**config.mk**
```make
export PLATFORM = sky130hd
export DESIGN_NAME = mem_bus_sequencer_flat
export DESIGN_NICKNAME = d
export VERILOG_FILES = /design/src/rtl/mem_bus_sequencer_pkg.sv /design/src/rtl/mem_bus_sequencer_if.sv /design/src/rtl/mem_bus_sequencer_counter.sv /design/src/rtl/mem_bus_sequencer.sv /design/src/flat_wrapper.sv
export SDC_FILE = /design/constraint.sdc
export NUM_CORES = 1
export LEC_CHECK = 0
export ABC_AREA = 1
export CAP_MARGIN = 5
export CORE_MARGIN = 5
export CORE_UTILIZATION = 43
export CTS_CLUSTER_DIAMETER = 80
export DETAILED_ROUTE_END_ITERATION = 10
export PLACE_DENSITY = 0.72
export SYNTH_ARGS = -nofsm -noshare
export SYNTH_HDL_FRONTEND = slang
export SYNTH_SLANG_ARGS = --single-unit
export TNS_END_PERCENT = 100
```
**constraint.sdc**
```tcl
create_clock -name clk -period 1.5 [get_ports clk]
set_input_delay 0.375 -clock clk [delete_from_list [all_inputs] [get_ports clk]]
set_output_delay 0.375 -clock clk [all_outputs]
set_load 0.05 [all_outputs]
```
**src/rtl/mem_bus_sequencer_pkg.sv**
```systemverilog
// Shared definitions for the memory bus sequencer.
//   state_t        : sequencer FSM state encoding
//   BYTE_LO/BYTE_HI: byte-lane indices of a 16-bit MDR transfer
//   WAIT_W         : width of the wait-state counter
//   byte_lane()    : selects one byte of a 16-bit word by lane index
package mem_bus_sequencer_pkg;

  typedef enum logic [2:0] {
    ST_IDLE   = 3'd0,
    ST_SETUP  = 3'd1,
    ST_STROBE = 3'd2,
    ST_HOLD   = 3'd3,
    ST_DONE   = 3'd4
  } state_t;

  localparam logic BYTE_LO = 1'b0;
  localparam logic BYTE_HI = 1'b1;

  localparam int WAIT_W = 4;

  function automatic logic [7:0] byte_lane(input logic [15:0] word, input logic idx);
    return (idx == BYTE_HI) ? word[15:8] : word[7:0];
  endfunction

endpackage

```
**src/rtl/mem_bus_sequencer_if.sv**
```systemverilog
// Request, memory-bus and response signals of the memory bus sequencer.
//   master : control-store side (drives the request and the bus read data)
//   slave  : the sequencer (drives bus address/data/strobes and the response)
//
// Handshake: start is a single-cycle request pulse, honoured only while
// busy=0; ram_read/ram_write/op_16bit/addr/wdata are sampled in that same
// cycle and are don't-care at all other times. A start seen while busy=1 is
// dropped, not queued. Every accepted request ends with exactly one done
// pulse; a request with both ram_read and ram_write set is rejected with a
// one-cycle err pulse instead and never reaches the bus.
interface mem_bus_sequencer_if #(
  parameter int ADDR_W = 20
) ();

  logic              start;
  logic              ram_read;
  logic              ram_write;
  logic              op_16bit;
  logic [ADDR_W-1:0] addr;
  logic [15:0]       wdata;
  logic [7:0]        bus_data_in;

  logic [ADDR_W-1:0] bus_addr;
  logic [7:0]        bus_data_out;
  logic              bus_data_oe;
  logic              _mem_oe;
  logic              _mem_w;
  logic              mdr_l_load;
  logic              mdr_h_load;
  logic [15:0]       rdata;
  logic              busy;
  logic              done;
  logic              err;

  modport master (
    output start, ram_read, ram_write, op_16bit, addr, wdata, bus_data_in,
    input  bus_addr, bus_data_out, bus_data_oe, _mem_oe, _mem_w,
           mdr_l_load, mdr_h_load, rdata, busy, done, err
  );

  modport slave (
    input  start, ram_read, ram_write, op_16bit, addr, wdata, bus_data_in,
    output bus_addr, bus_data_out, bus_data_oe, _mem_oe, _mem_w,
           mdr_l_load, mdr_h_load, rdata, busy, done, err
  );

endinterface

```
**src/rtl/mem_bus_sequencer_counter.sv**
```systemverilog
// Loadable down-counter used for strobe wait states.
//   clk      : clock
//   _reset   : synchronous active-low reset (count -> 0)
//   load     : load load_val (has priority over dec)
//   load_val : value to load
//   dec      : decrement by one, saturating at zero
//   zero     : count is zero
module mem_bus_sequencer_counter #(
  parameter int WIDTH = 4
) (
  input  logic             clk,
  input  logic             _reset,
  input  logic             load,
  input  logic [WIDTH-1:0] load_val,
  input  logic             dec,
  output logic             zero
);

  logic [WIDTH-1:0] count;

  always_ff @(posedge clk) begin
    if (!_reset) begin
      count <= '0;
    end else if (load) begin
      count <= load_val;
    end else if (dec && (count != '0)) begin
      count <= count - 1'b1;
    end
  end

  assign zero = (count == '0);

endmodule

```
**src/rtl/mem_bus_sequencer.sv**
```systemverilog
// Memory bus sequencer: runs RAM/EPROM byte cycles for the microcode
// RAM-read / RAM-write ops. A 16-bit transfer becomes two byte cycles, low
// byte at addr and high byte at addr+1 (wrapping modulo 2^ADDR_W). Each byte
// cycle is SETUP (address/data out, strobes high), STROBE (1+WAIT_CYCLES
// cycles, _mem_oe or _mem_w low), HOLD (strobes high, MDR byte load pulse on
// reads).
//   clk       : system clock
//   _reset    : synchronous active-low reset
//   bus       : request / memory bus / response signals (slave modport)
//   dbg_state : current FSM state
module mem_bus_sequencer
  import mem_bus_sequencer_pkg::*;
#(
  parameter int ADDR_W      = 20,
  parameter int WAIT_CYCLES = 0
) (
  input  logic                 clk,
  input  logic                 _reset,
  mem_bus_sequencer_if.slave   bus,
  output state_t               dbg_state
);

  localparam logic [WAIT_W-1:0] WAIT_LOAD = WAIT_W'(WAIT_CYCLES);
  localparam logic [ADDR_W-1:0] ADDR_ONE  = ADDR_W'(1);

  state_t            state, state_n;
  logic              is_write_q;
  logic              op16_q;
  logic              byte_idx_q;
  logic [ADDR_W-1:0] base_q;
  logic [15:0]       wdata_q;
  logic [ADDR_W-1:0] bus_addr_q;
  logic [7:0]        bus_data_out_q;
  logic [15:0]       rdata_q;
  logic              err_q;

  logic load_wait;
  logic dec_wait;
  logic wait_zero;
  logic both_req;
  logic any_req;

  assign both_req = bus.ram_read & bus.ram_write;
  assign any_req  = bus.ram_read | bus.ram_write;

  // Loaded with WAIT_CYCLES on the SETUP->STROBE edge, so the first STROBE
  // cycle already sees the full count and STROBE lasts 1+WAIT_CYCLES cycles.
  mem_bus_sequencer_counter #(.WIDTH(WAIT_W)) u_wait_cnt (
    .clk      (clk),
    ._reset   (_reset),
    .load     (load_wait),
    .load_val (WAIT_LOAD),
    .dec      (dec_wait),
    .zero     (wait_zero)
  );

  always_ff @(posedge clk) begin
    if (!_reset) begin
      state <= ST_IDLE;
    end else begin
      state <= state_n;
    end
  end

  always_comb begin
    state_n   = state;
    load_wait = 1'b0;
    dec_wait  = 1'b0;
    case (state)
      ST_IDLE: begin
        if (bus.start && !both_req) begin
          state_n = any_req ? ST_SETUP : ST_DONE;
        end
      end
      ST_SETUP: begin
        state_n   = ST_STROBE;
        load_wait = 1'b1;
      end
      ST_STROBE: begin
        if (wait_zero) begin
          state_n = ST_HOLD;
        end else begin
          dec_wait = 1'b1;
        end
      end
      ST_HOLD: begin
        state_n = (op16_q && (byte_idx_q == BYTE_LO)) ? ST_SETUP : ST_DONE;
      end
      ST_DONE: begin
        state_n = ST_IDLE;
      end
      default: begin
        state_n = ST_IDLE;
      end
    endcase
  end

  // Datapath registers: request latch, byte-lane address/data and read capture.
  always_ff @(posedge clk) begin
    if (!_reset) begin
      is_write_q     <= 1'b0;
      op16_q         <= 1'b0;
      byte_idx_q     <= BYTE_LO;
      base_q         <= '0;
      wdata_q        <= '0;
      bus_addr_q     <= '0;
      bus_data_out_q <= '0;
      rdata_q        <= '0;
      err_q          <= 1'b0;
    end else begin
      err_q <= 1'b0;
      case (state)
        ST_IDLE: begin
          if (bus.start) begin
            if (both_req) begin
              err_q <= 1'b1;
            end else if (any_req) begin
              is_write_q <= bus.ram_write;
              op16_q     <= bus.op_16bit;
              base_q     <= bus.addr;
              wdata_q    <= bus.wdata;
              byte_idx_q <= BYTE_LO;
              bus_addr_q <= bus.addr;
              if (bus.ram_write) begin
                bus_data_out_q <= byte_lane(bus.wdata, BYTE_LO);
              end
            end
          end
        end
        ST_STROBE: begin
          // Sample the data bus at the end of the last strobe cycle.
          if (wait_zero && !is_write_q) begin
            if (byte_idx_q == BYTE_HI) begin
              rdata_q[15:8] <= bus.bus_data_in;
            end else begin
              rdata_q[7:0]  <= bus.bus_data_in;
            end
          end
        end
        ST_HOLD: begin
          if (state_n == ST_SETUP) begin
            byte_idx_q <= BYTE_HI;
            bus_addr_q <= base_q + ADDR_ONE;
            if (is_write_q) begin
              bus_data_out_q <= byte_lane(wdata_q, BYTE_HI);
            end
          end
        end
        default: begin
        end
      endcase
    end
  end

  // Strobes and loads decode from state only, so a reset edge drops them at once.
  assign bus._mem_oe     = !((state == ST_STROBE) && !is_write_q);
  assign bus._mem_w      = !((state == ST_STROBE) && is_write_q);
  assign bus.bus_data_oe = is_write_q &&
                           ((state == ST_SETUP) || (state == ST_STROBE) || (state == ST_HOLD));
  assign bus.mdr_l_load  = (state == ST_HOLD) && !is_write_q && (byte_idx_q == BYTE_LO);
  assign bus.mdr_h_load  = (state == ST_HOLD) && !is_write_q && (byte_idx_q == BYTE_HI);
  assign bus.bus_addr     = bus_addr_q;
  assign bus.bus_data_out = bus_data_out_q;
  assign bus.rdata        = rdata_q;
  assign bus.busy         = (state != ST_IDLE);
  assign bus.done         = (state == ST_DONE);
  assign bus.err          = err_q;
  assign dbg_state        = state;

endmodule
```
**src/flat_wrapper.sv**
```systemverilog
// flat-port wrapper written by rule: the top's interface ports become plain ports
module mem_bus_sequencer_flat import mem_bus_sequencer_pkg::*;
#(
  parameter int ADDR_W      = 20,
  parameter int WAIT_CYCLES = 0
)
  (clk, _reset, dbg_state, bus_start, bus_ram_read, bus_ram_write, bus_op_16bit, bus_addr, bus_wdata, bus_bus_data_in, bus_bus_addr, bus_bus_data_out, bus_bus_data_oe, bus__mem_oe, bus__mem_w, bus_mdr_l_load, bus_mdr_h_load, bus_rdata, bus_busy, bus_done, bus_err);
  mem_bus_sequencer_if #(.ADDR_W(ADDR_W)) bus_i ();
  input  logic clk;
  input  logic _reset;
  output state_t dbg_state;
  input wire logic [$bits(bus_i.start)-1:0] bus_start;
  input wire logic [$bits(bus_i.ram_read)-1:0] bus_ram_read;
  input wire logic [$bits(bus_i.ram_write)-1:0] bus_ram_write;
  input wire logic [$bits(bus_i.op_16bit)-1:0] bus_op_16bit;
  input wire logic [$bits(bus_i.addr)-1:0] bus_addr;
  input wire logic [$bits(bus_i.wdata)-1:0] bus_wdata;
  input wire logic [$bits(bus_i.bus_data_in)-1:0] bus_bus_data_in;
  output wire logic [$bits(bus_i.bus_addr)-1:0] bus_bus_addr;
  output wire logic [$bits(bus_i.bus_data_out)-1:0] bus_bus_data_out;
  output wire logic [$bits(bus_i.bus_data_oe)-1:0] bus_bus_data_oe;
  output wire logic [$bits(bus_i._mem_oe)-1:0] bus__mem_oe;
  output wire logic [$bits(bus_i._mem_w)-1:0] bus__mem_w;
  output wire logic [$bits(bus_i.mdr_l_load)-1:0] bus_mdr_l_load;
  output wire logic [$bits(bus_i.mdr_h_load)-1:0] bus_mdr_h_load;
  output wire logic [$bits(bus_i.rdata)-1:0] bus_rdata;
  output wire logic [$bits(bus_i.busy)-1:0] bus_busy;
  output wire logic [$bits(bus_i.done)-1:0] bus_done;
  output wire logic [$bits(bus_i.err)-1:0] bus_err;
  assign bus_i.start = bus_start;
  assign bus_i.ram_read = bus_ram_read;
  assign bus_i.ram_write = bus_ram_write;
  assign bus_i.op_16bit = bus_op_16bit;
  assign bus_i.addr = bus_addr;
  assign bus_i.wdata = bus_wdata;
  assign bus_i.bus_data_in = bus_bus_data_in;
  assign bus_bus_addr = bus_i.bus_addr;
  assign bus_bus_data_out = bus_i.bus_data_out;
  assign bus_bus_data_oe = bus_i.bus_data_oe;
  assign bus__mem_oe = bus_i._mem_oe;
  assign bus__mem_w = bus_i._mem_w;
  assign bus_mdr_l_load = bus_i.mdr_l_load;
  assign bus_mdr_h_load = bus_i.mdr_h_load;
  assign bus_rdata = bus_i.rdata;
  assign bus_busy = bus_i.busy;
  assign bus_done = bus_i.done;
  assign bus_err = bus_i.err;
  mem_bus_sequencer #(.ADDR_W(ADDR_W), .WAIT_CYCLES(WAIT_CYCLES)) u_core (.clk(clk), ._reset(_reset), .bus(bus_i), .dbg_state(dbg_state));
endmodule
```
==> impl_metrics.toml, run 1 <==
[outcome]
outcome = "finished with violations"
violations = "negative setup slack"

[logic_synthesis]
syn_area_per_cell_um2 = 6.93
synth_area_leaders = "dfxtp_1, o21ai_0, nand2_1"
ys_seq_elements = 83
synth-seq-area-share_pct = 44.0
synth_edf_count = 0
synth_top_area_share_pct = 44.0
syn-cell-area_mm2 = 0.00377
synth.most_common_cell = "nand2_1"
syn_inst = 545
synthFlopType = "dfxtp_1"
synth_warnings = 0
syn_nets = 597
yosysUniqueCellTypes = 28
synth_top_area_cell = "dfxtp_1"
yosys-top-cells-count = "nand2_1, dfxtp_1, inv_1"
async_flop_share_pct = 0

[critical_path]
r2r-end = "u_core.bus.bus_addr[7]"
path_max_fanout = 3
endpoint_kind = "primary output"
worst_setup_path_start_kind = "flip-flop"
crit_path_max_incr_delay_ps = 370
r2r.worst_path.cells = 10
cp.required_ps = 1120
reg2reg_from = "u_core.dbg_state[0]"
crit_chain = "inv_4, nor3_4, nand2_2, nor2_4, buf_12"
rrSetupSlack_ps = -140
arrival_ps = 1400
critPathKind = "flip-flop to primary output"
slowest_stage = "dfxtp_4"

[global_routing]
grt-ovfl-total = 0
grt_pass1_wl_um = 18600
antenna_found_initial = 0
grt_start_max_net_pins = 31
grt.total_usage_pct = 20.2
grt_pass1_vias = 3936

[power]
p_leak_nw = 2.59
p_int_w = 0.00390
p_total_w = 0.00588
power_frac_seq_pct = 44.1
power.share.switching_pct = 33.6
p_switching_w = 0.00198
p_per_area_mw_per_mm2 = 924
clkPwrFrac_pct = 23.5
p_comb_share_pct = 32.5
vdd_drop_max_mv = 0.705

[clocking]
worstSkewPairLatency_ps = 350
clk_pin_slew_worst_paths_ps = 80
clockRootBuffer = "clkbuf_8"
cts_max_path_buffers = 2
cts_inserted_buffers = 9
h-tree-depth = 3
clkSinkCount = 83
cts_tree = "yes"
hold_buffers = 0

[routing]
drc = 0
routed_wl_um = 11600
drt_iter0_markers = 143
vias = 4128
firstDrtPassIters = 5
drtAntennaViolNets = 0
drt-vias-per-instance = 5.12
wl_per_cell_um = 14.4

[hold_path]
hold_depth = 3
hold_class = "primary input to flip-flop"
holdCritStartpoint = "_reset"
holdPathEnd = "u_core.u_wait_cnt.count[0]"

[timing]
finalMaxSlewViolations = 0
final.period_utilization_pct = 119
worst_slew_pin_slew_ps = 279
skew_ps = 12.2
setup_viol = 48
fin_crit_ps = 1780
slew_headroom_pct = 81.4
fmax_mhz = 562
hold_viol_final = 0
rsz0062_at_grt = "yes"
finalSetupTns_ps = -4360
layout_setup_ws_ps = -279

[cells_and_area]
utilization_pct = 73.7
fin_cells = 807
nets = 746
final_area_mm2 = 0.00637
antennaDiodeCount = 0
syn_to_final_growth_pct = 68.6
drive_above_1_share_pct = 27.6

[floorplan]
start_util_pct = 43.7
coreArea_mm2 = 0.00864
ioPinCount = 105
die-area_mm2 = 0.0108
rows = 34
die_w_um = 104
die_h_um = 104

[place]
dpl_cell_area_mm2 = 0.00582
dpl.hpwl_um = 8380
portBuffers = 104
gp_congestion = 0.913
placedCellCount = 774

[flow_run]
max-cap-violations = 0
-- power groups by stage --
| stage | sequential [W] | combinational [W] | clock (W) |
|---|---|---|---|
| final | 0.00259 | 0.00191 | 0.00138 |
| after global routing | 0.00262 | 0.00203 | 0.00150 |
| after CTS | 0.00258 | 0.00179 | 0.00139 |
| after detailed placement | 0.00263 | 0.00173 | 0 |
| after global placement | 0.00262 | 0.00170 | 0 |
| after floorplan | 0.00293 | 0.000526 | 0 |
-- kinds of logic (layout without fill, tap and decap cells) --
kind of cell | Yosys count | count (layout) | synth area share, %
DFF | 83 | 83 | 44.0
xor gates and xnor gates | 4 | 4 | 0.928
buffers and inverters | 101 | 254 | 10.4
AOI/OAI and AO/OA | 150 | 150 | 20.7
and+or+nand+nor | 205 | 206 | 23.3
adders and majority gates | 2 | 2 | 0.663
-- what timing repair did --
action	4_1_cts	5_1_grt
setup buffers	8	6
hold endpoints to repair	0	0
gates cloned	1	2
resized for setup	41	52
endpoints found under the setup margin	51	67
pin swaps	5	4
-- layout by cell type (no fill, tap or decap), types with 5 or more instances in the layout --
cell | netlist | final
nand2_1 | 88 | 83
dfxtp_1 | 83 | 75
inv_1 | 72 | 64
buf_12 | 0 | 60
nor2_1 | 66 | 54
a21oi_1 | 53 | 48
clkdlybuf4s50_1 | 0 | 46
o21ai_0 | 71 | 45
buf_4 | 0 | 40
o21ai_1 | 11 | 34
nand3_1 | 32 | 29
buf_6 | 0 | 10
clkbuf_8 | 0 | 9
inv_2 | 5 | 7
nor2_2 | 0 | 7
nor2_4 | 0 | 6
a31oi_1 | 6 | 6
a21oi_2 | 0 | 5
dfxtp_2 | 0 | 5
-- flip-flops by register name, indices dropped and copies added (netlist names) --
signal,count
u_core.base_q,20
u_core.bus.bus_addr,20
u_core.bus.rdata,16
u_core.bus.bus_data_out,8
u_core.wdata_q,8
u_core.u_wait_cnt.count,4
u_core.dbg_state,3
u_core.bus.err,1
u_core.byte_idx_q,1
u_core.is_write_q,1
u_core.op16_q,1
-- final cells by class --
| cell class | instances | area, µm² |
|---|---|---|
| Timing Repair Buffer | 161 | 2150 |
| Clock inverter | 5 | 30.0 |
| Sequential cell | 83 | 1680 |
| Tap cell | 108 | 135 |
| Fill cell | 631 | 2270 |
| Inverter | 77 | 308 |
| Multi-Input combinational cell | 362 | 1940 |
| Clock buffer | 11 | 131 |
-- worst max-delay path: cells and delay by family (launching register included) --
kind                   cells  cell delay (ps)
buffers and inverters      2              190
flip-flops                 1              370
AND/OR/NAND/NOR            3              500
-- stage by stage --
| stage | worst slack (ps) | hold WS (ps) |
|---|---|---|
| 2_1_floorplan | -121 | 425 |
| 3_3_place_gp | -452 | 434 |
| 3_5_place_dp | -486 | 440 |
| 4_1_cts | -234 | 409 |
| 5_1_grt | -327 | 447 |
| 6_report | -279 | 435 |
-- layer usage --
metal / vias to the layer above / track usage (%) / part of all wire (%)
li1: 2067 / - / -
met1: 1887 / 26.2 / 43
met2: 154 / 32.9 / 49
met3: 20 / 4.60 / 6.7
met4: 0 / 7.22 / 1.9
met5: - / 0 / 0
-- how the worst max path moves through the flow --
stage | from | end | cells past startpoint
after global routing | u_core.dbg_state[0] | bus_mdr_l_load | 5
final | u_core.dbg_state[0] | bus_mdr_l_load | 5
after global placement | bus_start | u_core.bus.bus_data_out[0] | 10
after detailed placement | bus_start | u_core.bus.bus_data_out[7] | 10
after CTS | u_core.dbg_state[0] | bus_mdr_l_load | 5
after floorplan | u_core.dbg_state[1] | u_core.bus.bus_data_out[0] | 10
Note: power is estimated with default switching activity, not from simulation.
==> run 2: changes to the inputs <==
--- a/config.mk
+++ b/config.mk
@@ -7,9 +7,11 @@
 export LEC_CHECK = 0
 export ABC_AREA = 1
 export CAP_MARGIN = 5
+export CORE_ASPECT_RATIO = 0.6
 export CORE_MARGIN = 5
 export CORE_UTILIZATION = 43
 export CTS_CLUSTER_DIAMETER = 80
+export CTS_CLUSTER_SIZE = 40
 export DETAILED_ROUTE_END_ITERATION = 10
 export PLACE_DENSITY = 0.72
 export SYNTH_ARGS = -nofsm -noshare
==> run 2 against run 1 <==
The flow still finishes with violations (negative setup slack). Utilization rose by 15 points. Register-to-register slack lost 250 ps. Via count is 26% higher. Combinational power is 34% higher. Flip-flop and latch count unchanged. Die area is 0.57% higher.
==> impl_metrics.toml, run 2 (synthesis results as in run 1) <==
[clocking]
clkSinkCount = 83
cts_inserted_buffers = 9
clk_pin_slew_worst_paths_ps = 70
cts_max_path_buffers = 2
h-tree-depth = 3
worstSkewPairLatency_ps = 350
clockRootBuffer = "clkbuf_16"
cts_tree = "yes"

[critical_path]
endpoint_kind = "flip-flop"
rrSetupSlack_ps = -390
crit_path_max_incr_delay_ps = 330
path_common_cell = "inv_2"
crit_chain = "inv_2, ha_4, inv_4, nor3_4, inv_2, nor2_4, buf_4, nand3_4, o21ai_0, a21oi_1"
slowest_stage = "dfxtp_2"
arrival_ps = 2120
worst_setup_path_start_kind = "flip-flop"
r2r-end = "u_core.bus.rdata[7]"
reg2reg_from = "u_core.u_wait_cnt.count[1]"
path_max_fanout = 7
critPathKind = "flip-flop to flip-flop"
cp.required_ps = 1730
r2r.worst_path.cells = 10

[outcome]
outcome = "finished with violations"
violations = "negative setup slack"

[power]
vdd_drop_max_mv = 0.701
p_leak_nw = 3.00
p_per_area_mw_per_mm2 = 990

[global_routing]
grt_pass1_vias = 4201
grt_pass1_wl_um = 20800
antenna_found_initial = 0
grt.total_usage_pct = 24.7
grt_start_max_net_pins = 28
grt-ovfl-total = 0

[place]
dpl_cell_area_mm2 = 0.00588
place_ws_ps = -485
gp_congestion = 0.903
dpl.hpwl_um = 8860
portBuffers = 104

[cells_and_area]
final_area_mm2 = 0.00756
multi_input_area_mm2 = 0.00246
nets = 778
syn_to_final_growth_pct = 100
ff_latch_area_mm2 = 0.00169
antennaDiodeCount = 0
layout_common_cells = "nand2_1, dfxtp_1, buf_12"
drive_above_1_share_pct = 45.5
fillers = 306
mostFrequentLayoutCell = "nand2_1"

[routing]
drtAntennaViolNets = 0
firstDrtPassIters = 7
routed_wl_um = 20000
drt_iter0_markers = 708
wl_per_cell_um = 23.8
vias = 5221
drc = 0
drt-vias-per-instance = 6.20

[timing]
layout_setup_ws_ps = -393
finalMaxSlewViolations = 0
fmax_mhz = 528
hold_viol_final = 0
slew_headroom_pct = 69.2
final.period_utilization_pct = 126
setup_viol = 87
finalSetupTns_ps = -14260
worst_slew_pin_slew_ps = 462
rsz0062_at_grt = "yes"
fin_crit_ps = 1890
skew_ps = 10.8

[floorplan]
coreArea_mm2 = 0.00852
die-area_mm2 = 0.0108
die_w_um = 131
start_util_pct = 44.3
rows = 26
ioPinCount = 105
die_h_um = 82.6

[flow_run]
max-cap-violations = 0

[hold_path]
holdCritStartpoint = "_reset"
hold_depth = 3
holdPathEnd = "u_core.base_q[0]"
hold_class = "primary input to flip-flop"
==> run 2: cell types whose count changed in the layout (fill, tap and decap cells not counted), sizes merged <==
cell,delta
clkinv,+1
nor2,-1
bufinv,+1
buf,+27
clkbuf,+3
nand3,+2
clkinvlp,-2
==> run 2: report_power, final <==
| part | leakage, nW | total [W] | internal, W | switching, W |
|---|---|---|---|---|
| Combinational | 2.16 | 0.00256 | 0.00119 | 0.00137 |
| Sequential | 0.686 | 0.00264 | 0.00240 | 0.000237 |
| Clock | 0.148 | 0.00229 | 0.00132 | 0.000967 |
==> run 2: per-layer routing <==
| metal | GRT usage [%] | routed length (µm) | up-vias |
|---|---|---|---|
| met2 | 39.2 | 8890 | 491 |
| met5 | 0 | 0 | - |
| li1 | - | - | 2155 |
| met4 | 8.01 | 1190 | 0 |
| met1 | 32.5 | 7440 | 2444 |
| met3 | 7.13 | 2480 | 131 |
==> run 2: worst max-delay path, delay by kind of cell, from the launching register on <==
kind                       cells  cell delay (ps)
AOI/OAI and AO/OA              2              410
adders and majority gates      1              150
buffers and inverters          4              340
DFF                            1              330
and+or+nand+nor                3              530
==> run 2: cell type report <==
cell class                 instances  share of cell area [%]
multi-input combinational        363                    32.6
sequential                        83                    22.3
tap                              112                    1.85
clock inverter                     5                   0.711
timing repair buffer             192                    35.1
clock buffer                      10                    3.16
inverter                          77                    4.30
==> run 2: what timing repair did <==
item,4_1_cts,5_1_grt
setup buffers,15,21
endpoints found under the hold margin,0,0
gates resized for setup,80,219
pin swaps,12,46
gates cloned,4,8
endpoints found under the setup margin,73,80
hold buffers,0,0
==> run 2: worst max-delay path by stage <==
stage	startpoint	end	slack (ps)	cells past startpoint
2_1_floorplan	u_core.dbg_state[1]	u_core.bus.bus_data_out[0]	-120	10
3_3_place_gp	bus_start	u_core.bus.bus_data_out[2]	-420	10
3_5_place_dp	bus_ram_read	u_core.bus.bus_data_out[6]	-490	9
4_1_cts	u_core.dbg_state[1]	bus_mdr_h_load	-240	5
5_1_grt	u_core.u_wait_cnt.count[0]	u_core.bus.rdata[7]	-430	10
6_report	u_core.u_wait_cnt.count[1]	u_core.bus.rdata[7]	-390	10
==> run 2: through the flow <==
stage	utilization, %	hold slack (ps)	power, W	std cells
CTS	77.4	436	0.00676	820
detailed placement	69.0	440	0.00441	786
floorplan	-	425	0.00345	545
finish	88.7	471	0.00748	842
global placement	69.0	437	0.00437	786
global route	88.7	485	0.00765	842
==> run 3: changes to the inputs <==
--- a/config.mk
+++ b/config.mk
@@ -9,11 +9,13 @@
 export CAP_MARGIN = 5
 export CORE_ASPECT_RATIO = 0.6
 export CORE_MARGIN = 5
-export CORE_UTILIZATION = 43
+export CORE_UTILIZATION = 45
 export CTS_CLUSTER_DIAMETER = 80
 export CTS_CLUSTER_SIZE = 40
 export DETAILED_ROUTE_END_ITERATION = 10
-export PLACE_DENSITY = 0.72
+export DONT_BUFFER_PORTS = 1
+export PLACE_DENSITY = 0.58
+export SLEW_MARGIN = 30
 export SYNTH_ARGS = -nofsm -noshare
 export SYNTH_HDL_FRONTEND = slang
 export SYNTH_SLANG_ARGS = --single-unit
==> run 3 against run 2 <==
The flow still finishes with violations (negative setup slack). Flip-flop and latch count stayed put. Utilization is 20 points lower. Power fell by 19%. Global-route usage down 4.7 points. Final cell count down 15%. Fmax up 11%. Wire length down 39%. Register-to-register slack improved by 230 ps. Setup slack better by 190 ps. Sequential power rose by 9.1%. Critical path type is now flip-flop to primary output. Largest cell class is now multi-input gates.
==> impl_metrics.toml, run 3 (synthesis results as in run 1) <==
[critical_path]
path_buf_inv = 2
critPathKind = "flip-flop to primary output"
endpoint_kind = "primary output"
cp.required_ps = 1120
path_max_fanout = 4
r2r-end = "u_core.bus.bus_data_out[4]"
worstSetupEndpoint = "bus_mdr_l_load"
reg2reg_from = "u_core.dbg_state[1]"
crit_path_max_incr_delay_ps = 390
crit_cells = 5
slowest_stage = "dfxtp_4"
rrSetupSlack_ps = -160
r2r.worst_path.cells = 11
startpoint = "u_core.dbg_state[1]"
critPathTopFamily = "simple AND/OR/NAND/NOR gates"
arrival_ps = 1330
crit_chain = "inv_4, nor3_4, nand2_2, nor2_4, buf_12"
worst_setup_path_start_kind = "flip-flop"

[timing]
layout_setup_ws_ps = -203
worst_slew_pin_slew_ps = 593
skew_ps = 4.85
fmax_mhz = 587
final.period_utilization_pct = 114
setup_viol = 37
fin_crit_ps = 1700
hold_ws_ps = 152
hold_viol_final = 0
slew_headroom_pct = 60.4
rsz0062_at_grt = "yes"
finalMaxSlewViolations = 0

[floorplan]
die_h_um = 80.9
coreArea_mm2 = 0.00801
start_util_pct = 47.1
die_w_um = 128
ioPinCount = 105
rows = 25
die-area_mm2 = 0.0104

[routing]
drc = 0
drtAntennaViolNets = 0
drt_iter0_markers = 204
routed_wl_um = 12200
vias = 3801
firstDrtPassIters = 4
drt-vias-per-instance = 5.34
wl_per_cell_um = 17.1

[cells_and_area]
layout_common_cells = "nand2_1, dfxtp_1, inv_1"
final_area_mm2 = 0.00548
drive_above_1_share_pct = 31.5
antennaDiodeCount = 0
fillers = 672
mostFrequentLayoutCell = "nand2_1"
utilization_pct = 68.4
nets = 651
syn_to_final_growth_pct = 45.1

[place]
place_ws_ps = -142
dpl_cell_area_mm2 = 0.00432
gp_congestion = 0.825
dpl.hpwl_um = 7290
portBuffers = 0

[clocking]
cts_inserted_buffers = 9
clockRootBuffer = "clkbuf_16"
clk_pin_slew_worst_paths_ps = 60
h-tree-depth = 3
worstSkewPairLatency_ps = 340
cts_max_path_buffers = 2
clkSinkCount = 83
cts_tree = "yes"
hold_buffers = 0

[power]
p_total_w = 0.00603
p_leak_nw = 2.17
vdd_drop_max_mv = 0.698
p_per_area_mw_per_mm2 = 1100

[flow_run]
max-cap-violations = 0

[hold_path]
hold_class = "primary input to flip-flop"

[global_routing]
grt_pass1_vias = 3423
grt.total_usage_pct = 20.0
antenna_found_initial = 0
grt_start_max_net_pins = 75
grt_pass1_wl_um = 16500
grt-ovfl-total = 0

[outcome]
violations = "negative setup slack"
outcome = "finished with violations"
==> run 3: changes by cell type in the layout (fill, tap and decap cells not counted), sizes merged, moves of 2 or more <==
cell and delta:
clkdlybuf4s50 -46, clkbuf +5, buf -79, dlygate4sd2 -2, nand3 -2
==> run 3: worst min path at each step <==
| stage | start | end | slack [ps] | depth (start not counted) |
|---|---|---|---|---|
| 2_1_floorplan | u_core.wdata_q[10] | u_core.wdata_q[10] | 420 | 2 |
| 3_3_place_gp | u_core.wdata_q[10] | u_core.wdata_q[10] | 430 | 2 |
| 3_5_place_dp | u_core.wdata_q[10] | u_core.wdata_q[10] | 440 | 2 |
| 4_1_cts | bus_ram_write | u_core.bus.err | 160 | 2 |
| 5_1_grt | _reset | u_core.bus.bus_data_out[5] | 140 | 2 |
| 6_report | _reset | u_core.bus.bus_data_out[5] | 150 | 2 |
==> run 3: layout make-up <==
class                      count  area, µm²  share of cell area [%]
inverter                      77        318                    5.80
tap                          108        135                    2.47
timing repair buffer          67        915                    16.7
sequential                    83       1680                    30.6
clock buffer                  13        240                    4.39
multi-input combinational    361       2180                    39.7
clock inverter                 3       15.0                   0.274
==> run 3: worst reg2reg max path: cells and delay by family (launching register included) <==
family | cells | cell delay (ps)
flip-flops | 1 | 390
AND/OR/NAND/NOR | 5 | 680
buffers and inverters | 5 | 490
AO/OA/AOI/OAI | 1 | 40
==> run 3: layer usage <==
metal	up-vias	share of wire, %	track usage (%)
met5	-	0	0
met4	0	2.1	6.99
met3	23	8.6	7.29
met2	136	45	31.6
met1	1757	44	25.4
li1	1885	-	-
==> run 3: power breakdown <==
part	internal, W	switching (W)	leakage (nW)
Sequential	0.00240	0.000483	0.684
Clock	0.00112	0.000859	0.127
Combinational	0.000520	0.000651	1.36
Total	0.00403	0.00199	2.17
==> run 3: per-stage QoR <==
| step | TNS [ps] | instances |
|---|---|---|
| after floorplan | -2550 | 545 |
| after global placement | -537 | 671 |
| after detailed placement | -1480 | 671 |
| after CTS | -1220 | 693 |
| after global routing | -8060 | 712 |
| final | -4300 | 712 |
==> run 3: what timing repair did <==
action / 4_1_cts / 5_1_grt
gates resized for setup: 28 / 142
endpoints found under the hold margin: 0 / 0
buffers inserted: 5 / 9
pin swaps: 5 / 25
endpoints found under the setup margin: 38 / 77
cloned: 1 / 10
